--- config.mk ---
export PLATFORM = sky130hd
export DESIGN_NAME = emif_slave_regs
export DESIGN_NICKNAME = d
export VERILOG_FILES = /design/src/rtl/emif_slave_regs.sv
export SDC_FILE = /design/constraint.sdc
export NUM_CORES = 1
export LEC_CHECK = 0
export BUFFER_PORTS_ARGS = -buffer_cell sky130_fd_sc_hd__buf_2
export CAP_MARGIN = 20
export CORE_UTILIZATION = 48
export CTS_CLUSTER_SIZE = 16
export DETAILED_ROUTE_END_ITERATION = 6
export PLACE_DENSITY = 0.72
export SLEW_MARGIN = 25
export SYNTH_ARGS = -nofsm -noshare
export SYNTH_HDL_FRONTEND = slang
export SYNTH_SLANG_ARGS = --single-unit
--- constraint.sdc ---
create_clock -name clk -period 3.6 [get_ports clk]
set_input_delay 0.18 -clock clk [delete_from_list [all_inputs] [get_ports clk]]
set_output_delay 0.18 -clock clk [all_outputs]
set_load 0.005 [all_outputs]
--- src/rtl/emif_slave_regs.sv ---
// -----------------------------------------------------------------------------
// emif_slave_regs
// EMIF target register block for the nr_mcu EMIF initiator. It decodes a word-
// addressed window at BASE_ADDR and serves the MCU's read and write strobes in
// the clk domain. The block holds an ID register, a scratch register, a live
// status register, sticky EVENT/ERR registers, an IRQ mask, a free-running
// counter and NUM_CTRL control registers.
//
// Ports
//   clk        system clock
//   rst        synchronous active-high reset
//   emif_addr  word address from the MCU; index = emif_addr[REG_AW-1:0]
//   emif_wr_n  write strobe, active low; falling edge starts a write
//   emif_rd_n  read strobe, active low; falling edge starts a read
//   emif_din   write data from the MCU
//   emif_dout  read data; valid RD_LAT+1 cycles after the rd_n edge cycle and
//              held while rd_n stays low, otherwise 0
//   sts_in     live status, sampled when read data is loaded
//   evt_in     single-cycle event pulses, ORed into EVENT
//   ctrl_out   control registers, CTRL0 in bits [31:0]
//   irq        registered OR of (EVENT & IRQ_MASK)
// -----------------------------------------------------------------------------
module emif_slave_regs #(
   parameter logic [31:0] BASE_ADDR = 32'h0000_0100,
   parameter int          REG_AW    = 6,
   parameter logic [31:0] ID_VALUE  = 32'h4E52_0001,
   parameter int          NUM_CTRL  = 4,
   parameter int          RD_LAT    = 2
) (
   input  logic                     clk,
   input  logic                     rst,
   input  logic [31:0]              emif_addr,
   input  logic                     emif_wr_n,
   input  logic                     emif_rd_n,
   input  logic [31:0]              emif_din,
   output logic [31:0]              emif_dout,
   input  logic [31:0]              sts_in,
   input  logic [31:0]              evt_in,
   output logic [NUM_CTRL*32-1:0]   ctrl_out,
   output logic                     irq
);

   typedef enum logic [1:0] {R_IDLE, R_WAIT, R_DRIVE} rd_state_t;

   // Strobe history; resets to 0 so a strobe already low at reset release
   // never looks like a falling edge.
   logic rd_n_d_reg;
   logic wr_n_d_reg;

   logic              rd_fall;
   logic              wr_fall;
   logic              hit;
   logic              conflict;
   logic              rd_accept;
   logic              wr_go;
   logic              unmapped_hit;
   logic [REG_AW-1:0] addr_idx;

   logic [31:0] scratch_reg;
   logic [31:0] event_reg;
   logic [31:0] count_reg;
   logic [31:0] mask_reg;
   logic [1:0]  err_reg;
   logic        irq_reg;

   rd_state_t         state_reg, state_next;
   logic [2:0]        wait_cnt_reg, wait_cnt_next;
   logic [REG_AW-1:0] idx_reg, idx_next;
   logic [31:0]       dout_reg, dout_next;
   logic [REG_AW-1:0] rd_sel;
   logic [31:0]       rd_val;

   logic [31:0] event_clr;
   logic [1:0]  err_clr;
   logic [1:0]  err_set;

   function automatic logic is_mapped(input logic [REG_AW-1:0] idx);
      is_mapped = (int'(idx) <= 6) ||
                  ((int'(idx) >= 8) && (int'(idx) < 8 + NUM_CTRL));
   endfunction

   always_ff @(posedge clk) begin
      if (rst) begin
         rd_n_d_reg <= 1'b0;
         wr_n_d_reg <= 1'b0;
      end else begin
         rd_n_d_reg <= emif_rd_n;
         wr_n_d_reg <= emif_wr_n;
      end
   end

   assign addr_idx = emif_addr[REG_AW-1:0];
   assign hit      = (emif_addr[31:REG_AW] == BASE_ADDR[31:REG_AW]);
   assign rd_fall  = !emif_rd_n && rd_n_d_reg;
   assign wr_fall  = !emif_wr_n && wr_n_d_reg;

   // Both strobes falling together is a bus error: neither access is performed.
   // A write that starts while a read is already in progress is a normal write.
   assign conflict     = hit && rd_fall && wr_fall;
   assign rd_accept    = hit && rd_fall && !wr_fall && (state_reg == R_IDLE);
   assign wr_go        = hit && wr_fall && !rd_fall;
   assign unmapped_hit = (rd_accept || wr_go) && !is_mapped(addr_idx);

   // ---------------------------------------------------------------- registers
   assign event_clr = (wr_go && int'(addr_idx) == 3) ? emif_din : 32'd0;
   assign err_clr   = (wr_go && int'(addr_idx) == 6) ? emif_din[1:0] : 2'd0;
   assign err_set   = {unmapped_hit, conflict};

   always_ff @(posedge clk) begin
      if (rst) begin
         scratch_reg <= 32'd0;
         event_reg   <= 32'd0;
         count_reg   <= 32'd0;
         mask_reg    <= 32'd0;
         err_reg     <= 2'd0;
         irq_reg     <= 1'b0;
      end else begin
         if (wr_go && int'(addr_idx) == 1) scratch_reg <= emif_din;
         if (wr_go && int'(addr_idx) == 5) mask_reg    <= emif_din;
         // Sets take priority over a clear arriving in the same cycle.
         event_reg <= (event_reg & ~event_clr) | evt_in;
         err_reg   <= (err_reg & ~err_clr) | err_set;
         if (wr_go && int'(addr_idx) == 4) count_reg <= 32'd0;
         else                              count_reg <= count_reg + 32'd1;
         irq_reg <= |(event_reg & mask_reg);
      end
   end

   generate
      for (genvar gi = 0; gi < NUM_CTRL; gi++) begin : g_ctrl
         logic [31:0] ctrl_reg;
         always_ff @(posedge clk) begin
            if (rst)                                    ctrl_reg <= 32'd0;
            else if (wr_go && int'(addr_idx) == 8 + gi) ctrl_reg <= emif_din;
         end
         assign ctrl_out[gi*32 +: 32] = ctrl_reg;
      end
   endgenerate

   // ---------------------------------------------------------------- read path
   // In R_IDLE the index comes straight from the bus (needed for RD_LAT = 0);
   // afterwards the index latched at the strobe edge is used.
   assign rd_sel = (state_reg == R_IDLE) ? addr_idx : idx_reg;

   always_comb begin
      rd_val = 32'd0;
      case (int'(rd_sel))
         0:       rd_val = ID_VALUE;
         1:       rd_val = scratch_reg;
         2:       rd_val = sts_in;
         3:       rd_val = event_reg;
         4:       rd_val = count_reg;
         5:       rd_val = mask_reg;
         6:       rd_val = {30'd0, err_reg};
         default: begin
            for (int i = 0; i < NUM_CTRL; i++) begin
               if (int'(rd_sel) == 8 + i) rd_val = ctrl_out[i*32 +: 32];
            end
         end
      endcase
   end

   always_ff @(posedge clk) begin
      if (rst) begin
         state_reg    <= R_IDLE;
         wait_cnt_reg <= 3'd0;
         idx_reg      <= '0;
         dout_reg     <= 32'd0;
      end else begin
         state_reg    <= state_next;
         wait_cnt_reg <= wait_cnt_next;
         idx_reg      <= idx_next;
         dout_reg     <= dout_next;
      end
   end

   always_comb begin
      state_next    = state_reg;
      wait_cnt_next = wait_cnt_reg;
      idx_next      = idx_reg;
      dout_next     = dout_reg;
      case (state_reg)
         R_IDLE: begin
            dout_next = 32'd0;
            if (rd_accept) begin
               idx_next      = addr_idx;
               wait_cnt_next = 3'd0;
               if (RD_LAT == 0) begin
                  dout_next  = rd_val;
                  state_next = R_DRIVE;
               end else begin
                  state_next = R_WAIT;
               end
            end
         end
         R_WAIT: begin
            if (emif_rd_n) begin
               // MCU gave up before data was loaded: drop the read.
               dout_next  = 32'd0;
               state_next = R_IDLE;
            end else if (wait_cnt_reg == 3'(RD_LAT - 1)) begin
               dout_next  = rd_val;
               state_next = R_DRIVE;
            end else begin
               wait_cnt_next = wait_cnt_reg + 3'd1;
            end
         end
         R_DRIVE: begin
            if (emif_rd_n) begin
               dout_next  = 32'd0;
               state_next = R_IDLE;
            end
         end
         default: begin
            dout_next  = 32'd0;
            state_next = R_IDLE;
         end
      endcase
   end

   assign emif_dout = dout_reg;
   assign irq       = irq_reg;

endmodule

==> impl_metrics.csv <==
group,metric,value,unit
clocking,clk_pin_slew,60,ps
routing,avgRoutedWirePerCell,21.9,um
routing,via_per_inst,6.03,
sta,slew_headroom,23.8,%
routing,drtIter0Drc,1773,
sta,min_period,2900,ps
routing,wirelength,50.1,mm
power,powerDensity,440,nW/um2
logic_synthesis,synthDistinctLibCells,65,
clocking,cts_root_buf,"clkbuf_16",
sta,fmax,0.345,GHz
floorplan,io_pins,293,
layout,fin_util,62.8,%
global_route,antenna_found_initial,0,
floorplan,fp.dieW,170,um
placed_design,portBuffers,292,
sta,slew_violations,0,
logic_synthesis,synth_cells,1542,
logic_synthesis,ys_seq_area_share,45.1,%
worst_hold_path,hold_path_depth,3,
routing,wl_met3,5.31,mm
sta,finalCritPeriodShare,80.5,%
sta,tightest_slew,1140,ps
placed_design,gp_congestion,0.958,
layout,drive_gt1_share,21.2,%
global_route,groute.usage.overall,34.1,%
sta,finalHoldViolations,0,
critical_path,critical_path.max_fanout,17,
routing,ant_nets,0,
logic_synthesis,synth_warnings,0,
logic_synthesis,ys_async_sr_fraction,0,%
critical_path,critPathLaunchType,"flop",
worst_hold_path,hold_class,"input port to flop",
critical_path,path_class,"flop to flop",
logic_synthesis,syn_area,13500,um2
logic_synthesis,synth_nets,1677,
logic_synthesis,synth_edf_count,0,
clocking,h-tree-depth,2,
global_route,gr-total-overflow,0,
layout,num-nets-final,2020,
logic_synthesis,synthTopCellsByCount,"dfxtp_1 (304), nor2_1 (221), nand2_1 (197)",
clocking,cts-resized-gates,0,
floorplan,start_util,48.7,%
global_route,grt_pass1_vias,13100,
sta,setup_viol,0,
layout,multiInputGateArea,6810,um2
routing,drtPass1Iterations,7,
critical_path,cp_data_arrival_time,3310,ps
global_route,grt_max_degree,241,
logic_synthesis,ys_seq_elements,304,
power,ir_drop,0.342,mV
layout,fillers,2416,
logic_synthesis,syn_area_per_cell,8.76,um2
global_route,grt_pass1_wl,76.1,mm
clocking,cts_buffers,34,
floorplan,core_area,27700,um2
routing,vias,13800,
clocking,cts_tree,"done",
sta,setup_tns,0,ps
outcome,status,"complete, but fails checks",
critical_path,end_kind,"flop",
critical_path,r2r_cells,6,
routing,met1Wirelength,20.3,mm
floorplan,dieArea,28800,um2
clocking,clk_latency,520,ps
placed_design,hpwlAfterDp,33.6,mm
routing,top_layer_used,"met4",
sta,rsz0062_at_grt,"no",
power,p_leak,8.05,nW
routing,wl_met2,22.5,mm
layout,largest_reg_flops,128,
layout,syn_to_final_growth,28.8,%
clocking,clock_path_buffers,3,
clocking,clock_sinks,304,
logic_synthesis,synth.most_common_cell,"dfxtp_1",
floorplan,num_rows,61,
layout,seq_area,6090,um2
logic_synthesis,synthFlopType,"dfxtp_1",
job,maxCapViolCount,0,
logic_synthesis,synth_top_cell_by_area,"dfxtp_1",
logic_synthesis,synth_area_leaders,"dfxtp_1 (45%), mux2i_1 (10%), nor2_1 (6.1%)",
critical_path,critPathRequiredTime,4010,ps
floorplan,die_h,170,um
sta,clock_skew,16.7,ps
outcome,violations,"DRC",
logic_synthesis,synth_top_area_share,45.1,%
routing,drc_errors,1,
layout,antenna_cells,0,
logic make-up after synthesis:
logic type,Yosys count,share of synthesized area (%)
AOI/OAI and AO/OA,386,20.3
xor gates and xnor gates,25,1.62
adders and majority gates,3,0.278
buffers and inverters,149,4.79
DFF,304,45.1
muxes,145,10.9
and+or+nand+nor,530,17.0
through the flow:
| stage | hold WS, ps | worst slack [ps] | cells | power, mW | instance area [um2] |
|---|---|---|---|---|---|
| finish | 9.73 | 700 | 2286 | 7.66 | 17400 |
| global route | 11.5 | 593 | 2286 | 7.84 | 17400 |
| global placement | 412 | 874 | 2133 | 3.90 | 15200 |
| floorplan | 289 | 1380 | 1542 | 3.69 | 13500 |
| detailed placement | 420 | 798 | 2133 | 3.90 | 15200 |
| CTS | 1.39 | 776 | 2286 | 7.65 | 17400 |
metal layers:
metal / up-vias / global-route usage, %
li1: 6241 / -
met4: 0 / 15.2
met2: 818 / 54.0
met1: 6592 / 44.3
met5: - / 0
met3: 130 / 7.79
where the power goes:
part | total, mW | switching [mW] | leakage (nW) | internal, mW
registers | 3.44 | 0.0427 | 2.46 | 3.39
clock network | 3.72 | 1.41 | 0.597 | 2.31
logic | 0.497 | 0.296 | 5.00 | 0.202
total | 7.66 | 1.75 | 8.05 | 5.91
cells in the final DEF, fill, tap and decap left out, types with 17 or more instances in the layout:
cell / n
a21oi_1: 96
dfxtp_1: 304
a311oi_1: 32
o21ai_0: 29
a22oi_1: 50
mux2i_1: 139
dlygate4sd3_1: 94
a21o_1: 17
buf_2: 291
clkbuf_16: 35
xor2_1: 21
nand3_1: 26
a211oi_1: 19
a222oi_1: 35
nor2_1: 221
nand2_1: 197
buf_4: 33
inv_1: 36
a22o_1: 28
o22ai_1: 31
critical path, stage by stage, from the launching register on:
cell	delay (ps)
dfxtp_1	460
or2_1	440
o21a_1	500
o211ai_2	510
a221o_1	420
a211o_1	240
a22o_1	210
final cells by class:
type,count,share of cell area (%)
Multi-Input combinational cell,1089,39.2
Sequential cell,304,35.0
Timing Repair Buffer,420,15.4
Clock buffer,51,6.07
Tap cell,378,2.72
Clock inverter,8,0.863
Inverter,36,0.777
final timing paths:
path | from | to | slack (ps)
worst min register to register | scratch_reg[7] | scratch_reg[7] | 450
worst max-delay path | state_reg[1] | emif_dout[6] | 700
worst max register to register | state_reg[1] | emif_dout[6] | 700
worst min-delay path | emif_addr[1] | idx_reg[1] | 10
repair_timing:
action / 4_1_cts / 5_1_grt
setup buffers: 0 / 0
hold buffers: 94 / 0
endpoints found under the hold margin: 95 / 0
Note: power is estimated with default switching activity, not from simulation.
